`config.mk`:
```
export PLATFORM = sky130hd
export DESIGN_NAME = wb_stage
export DESIGN_NICKNAME = d
export VERILOG_FILES = /design/src/rtl/wb_pkg.sv /design/src/rtl/wb_stage_load_extend.sv /design/src/rtl/wb_stage.sv
export SDC_FILE = /design/constraint.sdc
export NUM_CORES = 1
export LEC_CHECK = 0
export CORE_UTILIZATION = 40
export DETAILED_ROUTE_END_ITERATION = 6
export PLACE_DENSITY = 0.88
export SLEW_MARGIN = 0
export SYNTH_ARGS = -nofsm -noshare
export SYNTH_HDL_FRONTEND = slang
export SYNTH_SLANG_ARGS = --single-unit
```
`constraint.sdc`:
```
create_clock -name i_clk -period 3.4 [get_ports i_clk]
set_input_delay 0.68 -clock i_clk [delete_from_list [all_inputs] [get_ports i_clk]]
set_output_delay 0.68 -clock i_clk [all_outputs]
set_load 0.05 [all_outputs]
```
`src/rtl/wb_pkg.sv`:
```
// Write-back stage shared definitions.
//   - wb_sel_e    : write-back source select encodings
//   - mem_size_e  : load access size encodings
//   - sel_is_legal: true for the defined select codes (000..100)
package wb_pkg;

   typedef enum logic [2:0] {
      WB_SEL_MEM     = 3'b000,
      WB_SEL_ALU     = 3'b001,
      WB_SEL_PC_IMM  = 3'b010,
      WB_SEL_IMM     = 3'b011,
      WB_SEL_NEXT_PC = 3'b100
   } wb_sel_e;

   typedef enum logic [1:0] {
      SZ_B = 2'b00,
      SZ_H = 2'b01,
      SZ_W = 2'b10,
      SZ_D = 2'b11
   } mem_size_e;

   // Codes 101..111 are unassigned.
   function automatic logic sel_is_legal(input logic [2:0] sel);
      return (sel <= WB_SEL_NEXT_PC);
   endfunction

endpackage

```
`src/rtl/wb_stage_load_extend.sv`:
```
// Combinational load-data extractor.
// Picks the addressed byte/half/word lane out of an aligned memory word and
// sign- or zero-extends it to XLEN.
// Ports:
//   i_raw      XLEN        aligned memory word
//   i_offset   log2(XLEN/8) byte offset of the load address
//   i_size     2           00 byte, 01 half, 10 word, 11 dword (word when XLEN=32)
//   i_unsigned 1           zero-extend when 1
//   o_result   XLEN        extended load value
module load_extend
   import wb_pkg::*;
#(
   parameter int XLEN = 32
) (
   input  logic [XLEN-1:0]           i_raw,
   input  logic [$clog2(XLEN/8)-1:0] i_offset,
   input  logic [1:0]                i_size,
   input  logic                      i_unsigned,
   output logic [XLEN-1:0]           o_result
);

   localparam int OFF_W = $clog2(XLEN/8);

   logic [OFF_W-1:0] lane;
   logic [OFF_W+2:0] shamt;
   logic [6:0]       nbits;
   logic [XLEN-1:0]  shifted;
   logic [XLEN-1:0]  keep_mask;
   logic [XLEN-1:0]  sign_pos;
   logic             sign;

   // Lane is the offset with the bits below the access size cleared. For
   // XLEN=32 the word mask clears every offset bit, so size 11 degenerates
   // to a plain word access with no further special casing.
   always_comb begin
      lane  = '0;
      nbits = 7'(XLEN);
      case (i_size)
         SZ_B: begin
            lane  = i_offset;
            nbits = 7'd8;
         end
         SZ_H: begin
            lane  = i_offset & ({OFF_W{1'b1}} << 1);
            nbits = 7'd16;
         end
         SZ_W: begin
            lane  = i_offset & ({OFF_W{1'b1}} << 2);
            nbits = 7'd32;
         end
         default: begin
            lane  = '0;
            nbits = 7'(XLEN);
         end
      endcase
   end

   assign shamt     = {lane, 3'b000};
   assign shifted   = i_raw >> shamt;
   // Shifting by nbits == XLEN yields zero, so a full-width access keeps all bits.
   assign keep_mask = ~({XLEN{1'b1}} << nbits);
   assign sign_pos  = {{(XLEN-1){1'b0}}, 1'b1} << (nbits - 7'd1);
   assign sign      = ~i_unsigned & (|(shifted & sign_pos));
   assign o_result  = (shifted & keep_mask) | ({XLEN{sign}} & ~keep_mask);

endmodule

```
`src/rtl/wb_stage.sv`:
```
// Registered write-back stage between the memory stage and the register file.
// Captures MEM/WB operands, extends load data, selects the write-back source
// and presents a registered register-file write port plus a retire counter.
// Ports:
//   i_clk, i_rst          clock, synchronous active-high reset
//   i_valid/i_stall/i_flush  pipeline control (priority rst > flush > stall)
//   i_reg_wr_sel          source select (mem, alu, pc+imm, imm, next-pc)
//   i_reg_wr_en, i_rd_addr  destination write request
//   i_alu_result, i_mem_rdata, i_mem_offset, i_mem_size, i_mem_unsigned,
//   i_pc_immed, i_immed, i_next_pc_addr   source operands
//   o_valid, o_rd_wen, o_rd_addr, o_wr_back_data   registered write port
//   o_illegal_sel         captured select was undefined
//   o_retire_count        retired-instruction count (wraps)
module wb_stage
   import wb_pkg::*;
#(
   parameter int XLEN   = 32,
   parameter int REG_AW = 5,
   parameter int CNT_W  = 32
) (
   input  logic                      i_clk,
   input  logic                      i_rst,
   input  logic                      i_valid,
   input  logic                      i_stall,
   input  logic                      i_flush,
   input  logic [2:0]                i_reg_wr_sel,
   input  logic                      i_reg_wr_en,
   input  logic [REG_AW-1:0]         i_rd_addr,
   input  logic [XLEN-1:0]           i_alu_result,
   input  logic [XLEN-1:0]           i_mem_rdata,
   input  logic [$clog2(XLEN/8)-1:0] i_mem_offset,
   input  logic [1:0]                i_mem_size,
   input  logic                      i_mem_unsigned,
   input  logic [XLEN-1:0]           i_pc_immed,
   input  logic [XLEN-1:0]           i_immed,
   input  logic [XLEN-1:0]           i_next_pc_addr,
   output logic                      o_valid,
   output logic                      o_rd_wen,
   output logic [REG_AW-1:0]         o_rd_addr,
   output logic [XLEN-1:0]           o_wr_back_data,
   output logic                      o_illegal_sel,
   output logic [CNT_W-1:0]          o_retire_count
);

   logic              valid_q,   valid_d;
   logic              rd_wen_q,  rd_wen_d;
   logic [REG_AW-1:0] rd_addr_q, rd_addr_d;
   logic [XLEN-1:0]   wb_data_q, wb_data_d;
   logic              illegal_q, illegal_d;
   logic [CNT_W-1:0]  retire_q,  retire_d;

   logic              sel_legal;
   logic [XLEN-1:0]   load_data;
   logic [XLEN-1:0]   src_data;

   load_extend #(
      .XLEN (XLEN)
   ) u_load_extend (
      .i_raw      (i_mem_rdata),
      .i_offset   (i_mem_offset),
      .i_size     (i_mem_size),
      .i_unsigned (i_mem_unsigned),
      .o_result   (load_data)
   );

   assign sel_legal = sel_is_legal(i_reg_wr_sel);

   always_comb begin
      src_data = '0;
      case (i_reg_wr_sel)
         WB_SEL_MEM:     src_data = load_data;
         WB_SEL_ALU:     src_data = i_alu_result;
         WB_SEL_PC_IMM:  src_data = i_pc_immed;
         WB_SEL_IMM:     src_data = i_immed;
         WB_SEL_NEXT_PC: src_data = i_next_pc_addr;
         default:        src_data = '0;
      endcase
   end

   // Flush beats stall. A flushed slot keeps the old data/addr (don't-care)
   // but drops valid, write enable and the illegal flag.
   always_comb begin
      valid_d   = valid_q;
      rd_wen_d  = rd_wen_q;
      rd_addr_d = rd_addr_q;
      wb_data_d = wb_data_q;
      illegal_d = illegal_q;
      retire_d  = retire_q;
      if (i_flush) begin
         valid_d   = 1'b0;
         rd_wen_d  = 1'b0;
         illegal_d = 1'b0;
      end else if (!i_stall) begin
         valid_d   = i_valid;
         rd_addr_d = i_rd_addr;
         rd_wen_d  = i_valid & i_reg_wr_en & (i_rd_addr != '0) & sel_legal;
         illegal_d = i_valid & ~sel_legal;
         wb_data_d = src_data;
         // Counts every retired instruction, including ones that never write rd.
         if (i_valid) begin
            retire_d = retire_q + 1'b1;
         end
      end
   end

   always_ff @(posedge i_clk) begin
      if (i_rst) begin
         valid_q   <= 1'b0;
         rd_wen_q  <= 1'b0;
         rd_addr_q <= '0;
         wb_data_q <= '0;
         illegal_q <= 1'b0;
         retire_q  <= '0;
      end else begin
         valid_q   <= valid_d;
         rd_wen_q  <= rd_wen_d;
         rd_addr_q <= rd_addr_d;
         wb_data_q <= wb_data_d;
         illegal_q <= illegal_d;
         retire_q  <= retire_d;
      end
   end

   assign o_valid        = valid_q;
   assign o_rd_wen       = rd_wen_q;
   assign o_rd_addr      = rd_addr_q;
   assign o_wr_back_data = wb_data_q;
   assign o_illegal_sel  = illegal_q;
   assign o_retire_count = retire_q;

endmodule

```
# [Yosys cells after proc, flatten, opt, wreduce, memory -nomap -nowiden]
# Cells that the tools add are included.
# Widths: inputs -> output; s select.
[totals] reg_bits=72 latch_bits=0 mem_bits_rw=0 rom_bits=0 input_bits=179 mem_count=0
[classes] addsub=2 n_mul=0 div_mod_pow=0 n_lt_le_gt_ge=1 n_eq_ne=5 shift=3 n_mux=3 n_bitwise=15 reduce_logical=7
[op_table] op="$pmux 32 s5" n=1
[op_table] op="$and 32x32->32" n=3
[op_table] op="$not 32->32" n=2
[op_table] op="$add 32x1->32 const B" n=1
[op_table] op="$or 32x32->32" n=1
[op_table] op="$reduce_or 32->1" n=1
[op_table] op="$shl 1x7->32 const A" n=1
[op_table] op="$shl 32x6->32 const A" n=1
[op_table] op="$shr 32x5->32" n=1
[op_table] op="$pmux 6 s2" n=1
[op_table] op="$sub 6x1->7 const B" n=1
[op_table] op="$eq 3x2->1 const B" n=2
[op_table] op="$and 1x1->1" n=5
[op_table] op="$reduce_bool 5->1" n=1
[op_table] op="$not 1->1" n=4
[op_table] op="$pmux 2 s2" n=1
[op_table] op="$eq 3x1->1 const B" n=1
[op_table] op="$eq 3x3->1 const B" n=1
[op_table] op="$le 3x3->1 const B" n=1
[op_table] op="$logic_not 3->1" n=1
[op_table] op="$reduce_and 3->1" n=1
[op_table] op="$eq 2x1->1 const B" n=1
[op_table] op="$logic_not 2->1" n=1
[op_table] op="$reduce_and 2->1" n=1
[op_table] op="$reduce_or 2->1" n=1

# [Logic depth before layout (Yosys ltp)]
# Gate-level depths: netlist of run 1.
[depth] word_depth=10 mapped_depth=9 depth_no_buf=8

# [Cells and area by module]
# From an unflattened synthesis of run 1, not the netlist that was laid out.
[unflattened] hier_cells=565 hier_area_um2=4697.0
[modules_own_cells] module="wb_stage" n_inst=1 cells_per_inst=437 area_per_inst_um2=3902.5 seq_area_each_um2=1441.4
[modules_own_cells] module="load_extend" n_inst=1 cells_per_inst=128 area_per_inst_um2=794.5 seq_area_each_um2=0.0

# [Worst setup path before layout of run 1]
# Ideal clock, no wire load.
[synth_timing] kind="input -> register" startpoint="input i_mem_size[0]" endpoint="register wb_data_q[24] (netlist: o_wr_back_data[24])" setup_ns=0.059 arrival_time_ns=2.566 t_required_ns=3.341 setup_slack_ns=0.775 path_stages=8 cell_sequence="nor2_1 clkbuf_1 ha_1 nand2_1 mux2_4 a31o_4 a2111oi_4 o21a_1"
[synth_between] elab_chain_len=10
[synth_lines] element="from (decl)" line="wb_stage.sv:32" source="input logic [1:0] i_mem_size,"
[synth_lines] element="$eq 2x1->1 / $logic_not 2->1 (equally long branches)" line="wb_stage_load_extend.sv:38" source="case (i_size)"
[synth_lines] element="$pmux 6 s2" line="wb_stage_load_extend.sv:38"
[synth_lines] element="$sub 6x1->7" line="wb_stage_load_extend.sv:62" source="assign sign_pos = {{(XLEN-1){1'b0}}, 1'b1} << (nbits - 7'd1);"
[synth_lines] element="$shl 1x7->32" line="wb_stage_load_extend.sv:62"
[synth_lines] element="$and 32x32->32" line="wb_stage_load_extend.sv:63" source="assign sign = ~i_unsigned & (|(shifted & sign_pos));"
[synth_lines] element="$reduce_or 32->1" line="wb_stage_load_extend.sv:63"
[synth_lines] element="$and 1x1->1" line="wb_stage_load_extend.sv:63"
[synth_lines] element="$and 32x32->32" line="wb_stage_load_extend.sv:64" source="assign o_result = (shifted & keep_mask) | ({XLEN{sign}} & ~keep_mask);"
[synth_lines] element="$or 32x32->32 (*)" line="wb_stage_load_extend.sv:64"
[synth_lines] element="$pmux 32 s5 (*)" line="wb_stage.sv:70" source="case (i_reg_wr_sel)"
[synth_lines] element="to (signal assigned)" line="wb_stage.sv:118" source="wb_data_q <= wb_data_d;"
[synth_lines] element="to (decl)" line="wb_stage.sv:48" source="logic [XLEN-1:0] wb_data_q, wb_data_d;"
# Every way passes the cells marked *; elsewhere a longest branch is shown, timed or not.
# A chain may end at the register's enable or synchronous reset.

# [Worst setup path in the final report of run 1]
[layout_timing] startpoint="input i_mem_size[0]" endpoint="register wb_data_q[25] (netlist: o_wr_back_data[25])"
# Same word-level chain as after synthesis.

==> impl_metrics.yaml, run 1 <==
outcome:
  outcome: "finished clean"
power:
  power_density_nw_per_um2: 336
  proportion_of_power_drawn_by_flip_flops_and_latches_pct: 33.6
  p_int_uw: 1900
  ir_drop_mv: 0.236
  power.combinational.fraction_pct: 23.9
  clock_power_share_pct: 42.5
  leakagePower_uw: 0.00276
  swShare_pct: 26.7
  p_sw_uw: 692
yosys:
  synth.yosys.seq_area_share_pct: 30.8
  syn_avg_cell_area_sq_um: 8.28
  netlist-cell-type-count: 51
  postSynth.topFlopCell: "dfxtp_1"
  mappedNetlistNets: 748
  synth.cell_area_sq_um: 4680
  synthArstFlopShare_pct: 0
  synth_edf_count: 0
  yosys_warnings: 0
  postSynthCellCount: 565
  post_synthesis_sequential_element_count: 72
setup_path:
  path_max_fanout: 8
  worst_ep_arrival_time_ns: 3.34
  cell_depth_of_the_worst_flop_to_flop_path: 5
  cp-start-kind: "primary input"
  terminus_of_the_critical_flop_to_flop_path: "o_retire_count[31]"
  reg2reg_slack_ns: 1.13
  nature_of_the_critical_path_endpoint: "flip-flop"
  worst-endpoint-required_ns: 3.68
  regToRegStartpoint: "o_retire_count[9]"
  criticalPathCategory: "in -> reg"
grt:
  first_global_vias: 5607
  global_route_wire_length_before_repair_mm: 30.1
  grt_antenna_before_repair: 3
  overflow: 0
  grt_start_max_net_pins: 45
  track_usage_pct: 33.7
clock_network:
  htree_levels: 3
  clock_path_buffers: 2
  insertion_delay_ns: 0.34
  cts_hold_repair.buffers: 0
  clockRootBuffer: "clkbuf_16"
  clock_sinks: 72
  cts_tree: "yes"
  cts-buffers-inserted: 9
  clk_pin_slew_worst_paths_ns: 0.06
  post_cts.repair.setup_buffers: 0
  post_cts_resize_count: 0
finish:
  register_area_sq_um: 1440
  most-common-layout-cells: "clkdlybuf4s50_1 (248), dfxtp_1 (72), nand2_1 (56)"
  n_fill_cell: 950
  mostFrequentLayoutCell: "clkdlybuf4s50_1"
  post_layout_util_pct: 67.7
  multiInputGateArea_sq_um: 3050
  finalNetCount: 992
  flow.area_growth_from_synthesis_pct: 65.2
  layout-drive-gt1-share_pct: 8.72
detailed_routing:
  drt_pre_antenna_iters: 5
  wl_met2_mm: 9.51
  routedLengthMet1_mm: 8.23
  avgRoutedWirePerCell_um: 21.7
  drc: 0
  vias: 5654
  wl_met3_mm: 2.06
  detailedRoute.firstIterationViolations: 500
  antenna_left: 0
  wirelength_mm: 20.8
  maxUsedRoutingLayer: "met5"
  via_per_inst: 5.90
placed_design:
  detailedPlacementHpwl_mm: 16.5
  placer_congestion_estimate: 0.965
  io_buffer_count: 250
timing:
  timing.clock.skew_ns: 0.00749
  timing.setup.tns_ns: 0
  layout_min_cycle_time_ns: 3.07
  max_freq_ghz: 0.326
  rsz_0062_raised_after_global_routing: "false"
  finalHoldViolCount: 0
  period_share_pct: 90.2
  max_slew_margin_pct: 26.0
  slew_violations: 0
  transition_time_of_the_tightest_slew_check_pin_ns: 1.11
  setup_viol_count_final: 0
min_path:
  min-delay-start: "o_wr_back_data[6]"
  hp-class: "reg -> reg"
  timing.hold.worst_path_depth: 2
  min_to: "o_wr_back_data[6]"
floorplanning:
  ios: 251
  floorplan.die.width_um: 110
  start_util_pct: 41.0
  chipHeight_um: 110
  rows: 39
  placeableCoreArea_sq_um: 11400
  die_area_sq_um: 12100
job:
  max_cap_viol_count: 0
final cells by class:
cell class | count | share of cell area [%]
antenna | 2 | 0.0648
clock buffer | 10 | 2.96
clock inverter | 6 | 1.49
inverter | 10 | 0.486
multi-input combinational | 444 | 39.5
sequential | 72 | 18.7
tap | 143 | 2.32
timing repair buffer | 272 | 34.6
cell usage after synthesis, drive strengths merged, types with 16 or more instances:
library cell	number	share of area [%]
dfxtp	72	31
nand2	56	4.5
a22oi	47	7.5
mux2i	39	8.3
nor2	38	3.2
o21ai	29	3.1
clkbuf	28	2.2
nor2b	23	3.1
a21oi	22	2.4
xnor2	21	3.9
mux2	16	3.9
o22ai	16	2.1
cells by family (layout without fill, tap and decap cells):
family | Yosys count | in the layout | share of synthesized area (%)
simple gates | 188 | 188 | 20.6
other cells | 0 | 2 | 0
compound gates | 174 | 174 | 26.6
fa+ha+maj | 4 | 4 | 1.07
buf+inv | 49 | 298 | 4.25
flops | 72 | 72 | 30.8
xor+xnor | 23 | 23 | 4.31
mux | 55 | 55 | 12.3
worst max-delay path by stage:
stage,depth (start not counted),end,start,slack [ns]
CTS,9,o_wr_back_data[25],i_mem_size[0],0.38
finish,9,o_wr_back_data[25],i_mem_size[0],0.33
floorplan,8,o_wr_back_data[24],i_mem_size[0],0.78
global route,9,o_wr_back_data[24],i_mem_size[0],0.24
detailed placement,9,o_wr_back_data[24],i_mem_size[0],0.07
global placement,9,o_wr_back_data[24],i_mem_size[0],0.22
per-stage QoR:
step | area, sq um | instances | setup WS (ns) | power [uW] | hold WS, ns
2_1_floorplan | 4680 | 565 | 0.775 | 1160 | 0.658
5_1_grt | 7720 | 958 | 0.237 | 2670 | 0.462
3_5_place_dp | 7380 | 941 | 0.0704 | 1500 | 0.429
6_report | 7730 | 959 | 0.334 | 2590 | 0.442
3_3_place_gp | 7380 | 941 | 0.221 | 1490 | 0.426
4_1_cts | 7720 | 957 | 0.384 | 2590 | 0.444
sequential cells by signal, indices dropped and copies added, names as in the netlist:
| register | flops |
|---|---|
| o_retire_count | 32 |
| o_wr_back_data | 32 |
| o_rd_addr | 5 |
| o_illegal_sel | 1 |
| o_rd_wen | 1 |
| o_valid | 1 |
worst max-delay path, stage by stage:
cell and delay (ns):
clkdlybuf4s50_1 0.50, nor2_1 0.26, inv_1 0.12, ha_1 0.29, nor3b_2 0.32, a211o_1 0.14, a32oi_1 0.13, a2111oi_4 0.66
o21a_1 0.22
power by group through the flow:
stage               Combinational [uW]  Sequential (uW)  Clock (uW)
finish                             620              872        1100
global route                       654              873        1140
CTS                                613              871        1100
detailed placement                 609              890           0
global placement                   601              889           0
floorplan                          213              944           0
metal layers:
metal | up-vias | GRT usage (%)
li1 | 2603 | -
met1 | 2683 | 40.4
met2 | 299 | 55.3
met3 | 67 | 8.35
met4 | 2 | 18.2
met5 | - | 0
Note: power is estimated with default switching activity, not from simulation.
==> inputs of run 2 (changes only) <==
--- a/config.mk
+++ b/config.mk
@@ -6,6 +6,7 @@
 export NUM_CORES = 1
 export LEC_CHECK = 0
 export CORE_UTILIZATION = 40
+export CTS_CLUSTER_SIZE = 40
 export DETAILED_ROUTE_END_ITERATION = 6
 export PLACE_DENSITY = 0.88
 export SLEW_MARGIN = 0
==> results of run 2 <==
The final DEF is identical to that of run 1; final timing and power are the same.
